$ cat src/rtl/attn_sched_pkg.sv
// Shared types and constants for the attention-engine scheduler.
// The state enum is exported so debug probes can decode the arbiter FSM.
package attn_sched_pkg;

  typedef enum logic [2:0] {
    IDLE  = 3'd0,
    CLEAR = 3'd1,
    START = 3'd2,
    BUSY  = 3'd3,
    DONE  = 3'd4,
    ABORT = 3'd5
  } sched_state_t;

  localparam int JOB_CNT_W = 16;

  // (base + off) mod n, for round-robin search with wrap
  function automatic int wrap_index(input int base, input int off, input int n);
    return (base + off) % n;
  endfunction

endpackage

$ cat src/rtl/rr_arbiter.sv
// Combinational round-robin picker: first set req bit at or above rr_ptr, wrapping.
// rr_ptr is always kept below NUM_REQ by the owner of this block.
module rr_arbiter
  import attn_sched_pkg::*;
#(
  parameter int NUM_REQ  = 4,
  parameter int ID_WIDTH = (NUM_REQ > 1) ? $clog2(NUM_REQ) : 1
) (
  input  logic [NUM_REQ-1:0]  req,
  input  logic [ID_WIDTH-1:0] rr_ptr,
  output logic [NUM_REQ-1:0]  pick_onehot,
  output logic [ID_WIDTH-1:0] pick_idx,
  output logic                valid
);

  logic [ID_WIDTH-1:0] idx;

  always_comb begin
    // NOTE: every combinational output gets a default first so no path infers a latch.
    pick_onehot = '0;
    pick_idx    = '0;
    valid       = 1'b0;
    idx         = '0;
    for (int i = 0; i < NUM_REQ; i++) begin
      idx = ID_WIDTH'(wrap_index(32'(rr_ptr), i, NUM_REQ));
      if (!valid && req[idx]) begin
        valid            = 1'b1;
        pick_idx         = idx;
        pick_onehot[idx] = 1'b1;
      end
    end
  end

endmodule

$ cat src/rtl/attn_engine_arbiter.sv
// Round-robin owner of a single attention engine: clear, start, watch, then ack/err.
// Every output is a register loaded from the next-state logic below.
module attn_engine_arbiter
  import attn_sched_pkg::*;
#(
  parameter int NUM_REQ        = 4,
  parameter int TIMEOUT_CYCLES = 1000000,
  parameter int TO_WIDTH       = $clog2(TIMEOUT_CYCLES + 1),
  parameter int ID_WIDTH       = (NUM_REQ > 1) ? $clog2(NUM_REQ) : 1
) (
  input  logic                 clk,
  input  logic                 rst,
  input  logic [NUM_REQ-1:0]   req,
  output logic [NUM_REQ-1:0]   grant,
  output logic [NUM_REQ-1:0]   ack,
  output logic [NUM_REQ-1:0]   err,
  output logic [ID_WIDTH-1:0]  owner_id,
  output logic                 busy,
  output logic                 engine_rst,
  output logic                 engine_start,
  input  logic                 engine_done,
  output logic [JOB_CNT_W-1:0] job_count
);

  sched_state_t         state_q, state_d;
  logic [ID_WIDTH-1:0]  rr_ptr_q, rr_ptr_d;
  logic [TO_WIDTH-1:0]  wd_q, wd_d;
  logic [NUM_REQ-1:0]   grant_d, ack_d, err_d;
  logic [ID_WIDTH-1:0]  owner_d;
  logic                 busy_d, engine_rst_d, engine_start_d;
  logic [JOB_CNT_W-1:0] job_count_d;

  logic [NUM_REQ-1:0]   pick_onehot;
  logic [ID_WIDTH-1:0]  pick_idx;
  logic                 pick_valid;
  logic [ID_WIDTH-1:0]  rr_after_owner;

  rr_arbiter #(
    .NUM_REQ (NUM_REQ),
    .ID_WIDTH(ID_WIDTH)
  ) u_rr (
    .req        (req),
    .rr_ptr     (rr_ptr_q),
    .pick_onehot(pick_onehot),
    .pick_idx   (pick_idx),
    .valid      (pick_valid)
  );

  assign rr_after_owner = (owner_id == ID_WIDTH'(NUM_REQ - 1)) ? '0
                                                               : owner_id + ID_WIDTH'(1);

  always_ff @(posedge clk or posedge rst) begin
    if (rst) begin
      state_q      <= IDLE;
      rr_ptr_q     <= '0;
      wd_q         <= '0;
      grant        <= '0;
      ack          <= '0;
      err          <= '0;
      owner_id     <= '0;
      busy         <= 1'b0;
      engine_rst   <= 1'b0;
      engine_start <= 1'b0;
      job_count    <= '0;
    end else begin
      // NOTE: non-blocking updates so every register samples pre-edge values.
      state_q      <= state_d;
      rr_ptr_q     <= rr_ptr_d;
      wd_q         <= wd_d;
      grant        <= grant_d;
      ack          <= ack_d;
      err          <= err_d;
      owner_id     <= owner_d;
      busy         <= busy_d;
      engine_rst   <= engine_rst_d;
      engine_start <= engine_start_d;
      job_count    <= job_count_d;
    end
  end

  always_comb begin
    state_d        = state_q;
    rr_ptr_d       = rr_ptr_q;
    wd_d           = wd_q;
    grant_d        = grant;
    owner_d        = owner_id;
    busy_d         = busy;
    job_count_d    = job_count;
    ack_d          = '0;
    err_d          = '0;
    engine_rst_d   = 1'b0;
    engine_start_d = 1'b0;

    unique case (state_q)
      IDLE: begin
        if (pick_valid) begin
          state_d      = CLEAR;
          grant_d      = pick_onehot;
          owner_d      = pick_idx;
          busy_d       = 1'b1;
          engine_rst_d = 1'b1;
        end
      end
      CLEAR: begin
        state_d        = START;
        engine_start_d = 1'b1;
        wd_d           = '0;
      end
      START: begin
        state_d = BUSY;
      end
      BUSY: begin
        // engine_done is only trusted here, after the engine was cleared for this job
        if (engine_done) begin
          state_d     = DONE;
          ack_d       = grant;
          job_count_d = job_count + JOB_CNT_W'(1);
          rr_ptr_d    = rr_after_owner;
        end else if (wd_q == TO_WIDTH'(TIMEOUT_CYCLES - 1)) begin
          state_d      = ABORT;
          err_d        = grant;
          engine_rst_d = 1'b1;
          rr_ptr_d     = rr_after_owner;
        end else begin
          wd_d = wd_q + TO_WIDTH'(1);
        end
      end
      DONE, ABORT: begin
        state_d = IDLE;
        grant_d = '0;
        busy_d  = 1'b0;
      end
      default: begin
        state_d = IDLE;
        grant_d = '0;
        busy_d  = 1'b0;
      end
    endcase
  end

endmodule
$ cat config.mk
export PLATFORM = sky130hd
export DESIGN_NAME = attn_engine_arbiter
export DESIGN_NICKNAME = d
export VERILOG_FILES = /design/src/rtl/attn_sched_pkg.sv /design/src/rtl/rr_arbiter.sv /design/src/rtl/attn_engine_arbiter.sv
export SDC_FILE = /design/constraint.sdc
export NUM_CORES = 1
export LEC_CHECK = 0
export CORE_MARGIN = 3
export CORE_UTILIZATION = 27
export CTS_BUF_LIST = sky130_fd_sc_hd__clkbuf_4 sky130_fd_sc_hd__clkbuf_8
export DETAILED_ROUTE_END_ITERATION = 8
export GPL_ROUTABILITY_DRIVEN = 0
export PLACE_DENSITY = 0.46
export SYNTH_ARGS = -nofsm -noshare
export SYNTH_HDL_FRONTEND = slang
export SYNTH_SLANG_ARGS = --single-unit
$ cat constraint.sdc
create_clock -name clk -period 5.5 [get_ports clk]
set_input_delay 1.1 -clock clk [delete_from_list [all_inputs] [get_ports clk]]
set_output_delay 1.1 -clock clk [all_outputs]
set_load 0.03 [all_outputs]
; After elaboration in Yosys (flattened, before gate mapping)
; Index checks and enable logic that the tools add are counted.
; W data, S select, Z words.
[word_totals]
word_cells = 110
regBits = 58
out_inout_bits = 33
[classes]
add_sub_neg = 6
eq_ne = 9
reduce_logical = 20
n_bitwise = 4
n_mux = 52
magnitude_cmp = 8
[ops]
columns = cell, count
row1 = $mux W20, 2
row2 = $mux W4, 10
row3 = $pmux W20 S2, 1
row4 = $add A20 B1 Y20 const B, 1
row5 = $eq A20 B20 Y1 const B, 1
row6 = $mux W1, 17
row7 = $add A16 B1 Y16 const B, 1
row8 = $mux W2, 7
row9 = $lt A2 B3 Y1 const B, 4
row10 = $or A4 B4 Y4, 3
row11 = $pmux W3 S4, 1
row12 = $reduce_and A2 Y1, 5
row13 = $mux W3, 3
row14 = $bmux W1 S2, 4
row15 = $demux W1 S2, 4
row16 = $ge A2 B1 Y1 const B, 4
row17 = $pmux W4 S2, 1
row18 = $logic_and A1 B1 Y1, 7
row19 = $eq A3 B2 Y1 const B, 2
row20 = $ne A2 B2 Y1 const B, 3
row21 = $add A2 B1 Y2 const B, 2
row22 = $add A2 B2 Y2 const B, 2
row23 = $pmux W1 S2, 2
row24 = $reduce_bool A2 Y1, 2
row25 = other kinds (8), 10

; Depth between registers and ports, before layout
[logic_depth]
word_depth = 14
depth_mapped = 11
depth_no_buf = 7

; Hierarchy
; A second synthesis with hierarchy kept.
[hier_totals]
hier_cells = 303
hier_area_um2 = 3173.0
[modules_own_cells]
columns = module, cells_per_inst, area_each_um2, seq_area_each_um2, instances
row1 = attn_engine_arbiter, 258, 2753.9, 1451.4, 1
row2 = rr_arbiter, 45, 419.2, 0.0, 1

; Least setup slack after synthesis
; OpenSTA, ideal clock, no wires.
[synth_path]
path_type = register -> register
from = register rr_ptr_q[0]
to = register busy
arrival_ns = 3.250
path_buffers = 4
required_time_ns = 5.381
path_slack_ns = 2.131
synth_period_minus_slack_ns = 3.369
stages_incl_launch_ff = 11
path_cell_list = dfrtp_1 -> clkbuf_1 -> clkbuf_1 -> inv_1 -> ha_1 -> clkbuf_1 -> mux4_2 -> nor3_1 -> a2111o_1 -> buf_2 -> a21bo_2
[synth_via]
elab_chain_len = 14
elab_cells_between_ends = 23
cone_classes = 3 x add/sub / 1 x eq/ne / 12 x mux / 7 x reduce/logical
[synth_rtl]
columns = item, line
row1 = "start, declared", attn_engine_arbiter.sv:26  ; logic [ID_WIDTH-1:0] rr_ptr_q, rr_ptr_d;
row2 = "start signal, assigned", attn_engine_arbiter.sv:68  ; rr_ptr_q <= rr_ptr_d;
row3 = "parallel branches: the longest is 11 deep, another holds $add A2 B1 Y2", n/a
row4 = $mux W1 (*), rr_arbiter.sv:26  ; if (!valid && req[idx]) begin
row5 = $ne A2 B2 Y1 (no source line) (*), n/a
row6 = $reduce_and A2 Y1 (no source line) (*), n/a
row7 = "end signal, assigned", attn_engine_arbiter.sv:74  ; busy <= busy_d;
row8 = "end, declared", attn_engine_arbiter.sv:18  ; output logic busy,
; Every way passes the cells marked *. The select of a mux whose other input is x is not followed.
; A chain may end at the register's enable or synchronous reset.

; Worst setup path in the final report
; Ends and elaborated chain as after synthesis.

==> implementation parameters <==
Parameter                              Value

Setup path
  Library cell contributing the largest single delay on the critical path ... sky130_fd_sc_hd__dfrtp_1
  Maximum net fanout on the critical path ... 25
  Peak per-stage delay on the critical path ... 0.91 ns
  Setup crit start ... rr_ptr_q[0]$_DFFE_PP0P_
  Cell breakdown of the critical path ... inv_1 > ha_1 > mux4_2 > nor3_1 > a2111o_1 > a21bo_2
  Critical Setup Path Class ... reg -> reg
  WP data required ... 5.72 ns
  Capturing element type of the critical path ... register
  R2r worst-path depth ... 6
  Setup slack on the worst flop-to-flop path ... 2.02 ns
  CP startpoint kind ... register
  Arrival time reported for the critical path endpoint ... 3.70 ns
  Reg-to-reg startpoint ... rr_ptr_q[0]$_DFFE_PP0P_

Clock network
  Clock root buffer master ... sky130_fd_sc_hd__clkbuf_8
  Number of CTS-inserted buffers ... 9
  CTS Hold Bufs ... 0
  Setup bufs post-CTS ... 0
  Clock net sink count ... 58
  Maximum clock insertion buffer count ... 2
  Post-cts gate resize count ... 0
  Clock latency of the later-clocked register in the worst-skew pair ... 0.33 ns
  Clock-pin slew of the registers on the worst-case setup and hold paths ... 0.07 ns
  Clock tree from TritonCTS ... done
  Htree depth ... 3

Logic synthesis
  Count of state elements after synthesis ... 58
  Leading area contributor after synthesis ... sky130_fd_sc_hd__dfrtp_1
  Number of enable-type register cells in the synthesized netlist ... 0
  Top FF cell, synth ... sky130_fd_sc_hd__dfrtp_1
  Fraction of synthesized cell area taken by the top area cell type ... 45.4%
  Count of warnings emitted by yosys ... 0
  Sequential share of the synthesized area ... 45.4%
  Unique cell type count in the Yosys netlist ... 53
  Post-synth top cells ... 58 x sky130_fd_sc_hd__dfrtp_1, 24 x sky130_fd_sc_hd__nand2_1, 15 x sky130_fd_sc_hd__a21oi_1, 15 x sky130_fd_sc_hd__nor2_1, 14 x sky130_fd_sc_hd__inv_1
  Gate Count Post-Synth ... 308
  Library cell with the highest instance count after synthesis ... sky130_fd_sc_hd__dfrtp_1
  Mean instance size in the synthesized netlist ... 10.4 µm²
  Fraction of registers with async set/reset ... 100%
  Net count of the mapped netlist ... 326
  Area contributors post-synth ... sky130_fd_sc_hd__dfrtp_1 45%, sky130_fd_sc_hd__ha_1 4.3%, sky130_fd_sc_hd__xnor2_1 3.0%, sky130_fd_sc_hd__xor2_1 3.0%, sky130_fd_sc_hd__mux4_2 2.8%
  Synth Cell Area ... 3200 µm²

Detailed routing
  Via density ... 4.88
  Detailed-routing iteration count for the pre-antenna-repair pass ... 4
  Detailed-route wire length per cell ... 14.1 µm
  Detailed-route DRC error count ... 0
  Detailed-route via count ... 2,389
  Antenna Violating Nets Remaining ... 0
  Total Routed Length ... 6910 µm
  Number of violations reported at the end of detailed-routing iteration 0 ... 100

Run
  Max_cap viols ... 0

Outcome
  Outcome ... completed

STA
  Worst rel slew slack ... 42.5%
  Setup repair after global routing missed its margin ... no
  Final-report max-slew violation count ... 0
  Number of setup violations in the final report ... 0
  Hold Vio Cnt, Final ... 0
  Smallest hold slack ... 0.479 ns
  Actual slew at the worst max-slew pin ... 0.863 ns
  Slack of the critical path ... 2.02 ns
  Highest attainable clock frequency ... 287 MHz
  Final TNS setup ... 0 ns
  Crit path time final ... 3.48 ns
  Worst Clk Skew ... 0.00888 ns
  Share of the cycle needed by the critical path after routing ... 63.2%

Floorplan
  Chip width ... 115 µm
  Die Y-Extent ... 115 µm
  I/O pin count ... 40
  Count of standard-cell rows ... 39
  Die footprint ... 13,200 µm²
  Core footprint ... 11,500 µm²
  Initial standard-cell utilization of the core ... 27.8%

Placement
  Placed wire-length estimate ... 4840 µm
  Port Buffers ... 39
  Worst setup slack after placement ... 2.03 ns

Worst hold path
  Worst min-delay path class ... reg -> reg
  Cell count of the worst hold path ... 1
  Startpoint of the most critical hold path ... job_count[15]$_DFFE_PP0P_

Global route
  Remaining global-route overflow ... 0
  Wire length of the first global-routing pass ... 11,800 µm
  Antenna violations before repair ... 0
  Total global routing track utilization ... 11.0%
  Maximum number of pins on one net before global-route repair ... 59
  Vias in the first global route ... 2,294

Cells and area
  Number of inserted filler cells in the final layout ... 1,180
  Proportion of layout cells with a drive suffix above 1 ... 10.4%
  Layout Utilization ... 33.9%
  Number of nets in the layout ... 360
  P&R area growth vs syn ... 22.0%
  Antenna diodes ... 0

Pwr
  Share of power burned in combinational logic ... 41.1%
  Standby leakage power ... 1.64 nW
  Clock share of power ... 23.4%
  Net switching component of the power ... 0.000675 W
  Share of total power consumed by net switching ... 38.9%
  Worst IR Drop VDD ... 0.214 mV
  Total internal power ... 0.00106 W
  Sequential share of power ... 35.5%
  Pwr dens ... 445 nW/µm²
## flip-flops by register name (all words and copies together), names as in the netlist, 2 cells and up
name       cells
state_q        3
rr_ptr_q       2
wd_q          20
ack            4
job_count     16
owner_id       2
grant          4
err            4
## layout by cell type (no fill, tap or decap), drive strengths merged, types with 12 or more instances in the layout
cell / instances
o21ai: 14
clkdlybuf4s50: 39
clkbuf: 12
a21oi: 17
nand4: 13
inv: 14
nor2: 15
nand2: 24
dfrtp: 58
## power groups by stage
stage | logic, W | registers [W] | clock network (W)
after floorplan | 0.000478 | 0.000653 | 0
after global placement | 0.000722 | 0.000626 | 0
after detailed placement | 0.000723 | 0.000625 | 0
after CTS | 0.000727 | 0.000617 | 0.000422
after global routing | 0.000791 | 0.000635 | 0.000438
final | 0.000714 | 0.000616 | 0.000406
## path summary, 6_finish.rpt
path | endpoint
setup / recovery | busy$_DFFE_PP0P_
hold / removal | job_count[15]$_DFFE_PP0P_
setup reg to reg | busy$_DFFE_PP0P_
hold reg to reg | job_count[15]$_DFFE_PP0P_
max in group asynchronous | state_q[0]$_DFFE_PP0P_
min in group asynchronous | wd_q[18]$_DFFE_PP0P_
## metal layers
layer	GRT usage, %	wire length, µm	up-vias
met5	0	0	-
met4	4.46	90	0
met2	16.6	3100	44
li1	-	-	1189
met3	2.05	231	8
met1	15.7	3490	1148
## worst max-delay path, delay by kind of cell, from the launching register on
family                   cells  cell delay, ns
adder cells (fa/ha/maj)      1            0.52
buffers and inverters        1            0.23
multiplexers                 1            0.63
flip-flops                   1            0.91
AND/OR/NAND/NOR              1            0.42
AO/OA/AOI/OAI                2            0.66
## through the flow
step | std cells | cell area [µm²] | power (W)
2_1_floorplan | 308 | 3200 | 0.00113
3_5_place_dp | 474 | 3690 | 0.00135
3_3_place_gp | 474 | 3690 | 0.00135
4_1_cts | 490 | 3900 | 0.00177
6_report | 490 | 3900 | 0.00174
5_1_grt | 490 | 3900 | 0.00186
## layout make-up
class                           instances  area [µm²]  area share [%]
Timing Repair Buffer                   40         398            10.2
Clock inverter                          4        50.0            1.28
Inverter                               14        52.6            1.35
Sequential cell                        58        1450            37.2
Multi-Input combinational cell        219        1610            41.3
Tap cell                              143         179            4.59
Clock buffer                           12         159            4.08
## cell families after synthesis
family                     count (synthesis)  share of synthesized area [%]
muxes                                     15                           6.73
DFF                                       58                           45.4
AOI/OAI and AO/OA                         62                           13.9
buffers and inverters                     31                           4.27
adders and majority gates                 11                           4.31
and+or+nand+nor                          109                           19.3
xor gates and xnor gates                  22                           6.03
(Power assumes the default switching activity.)
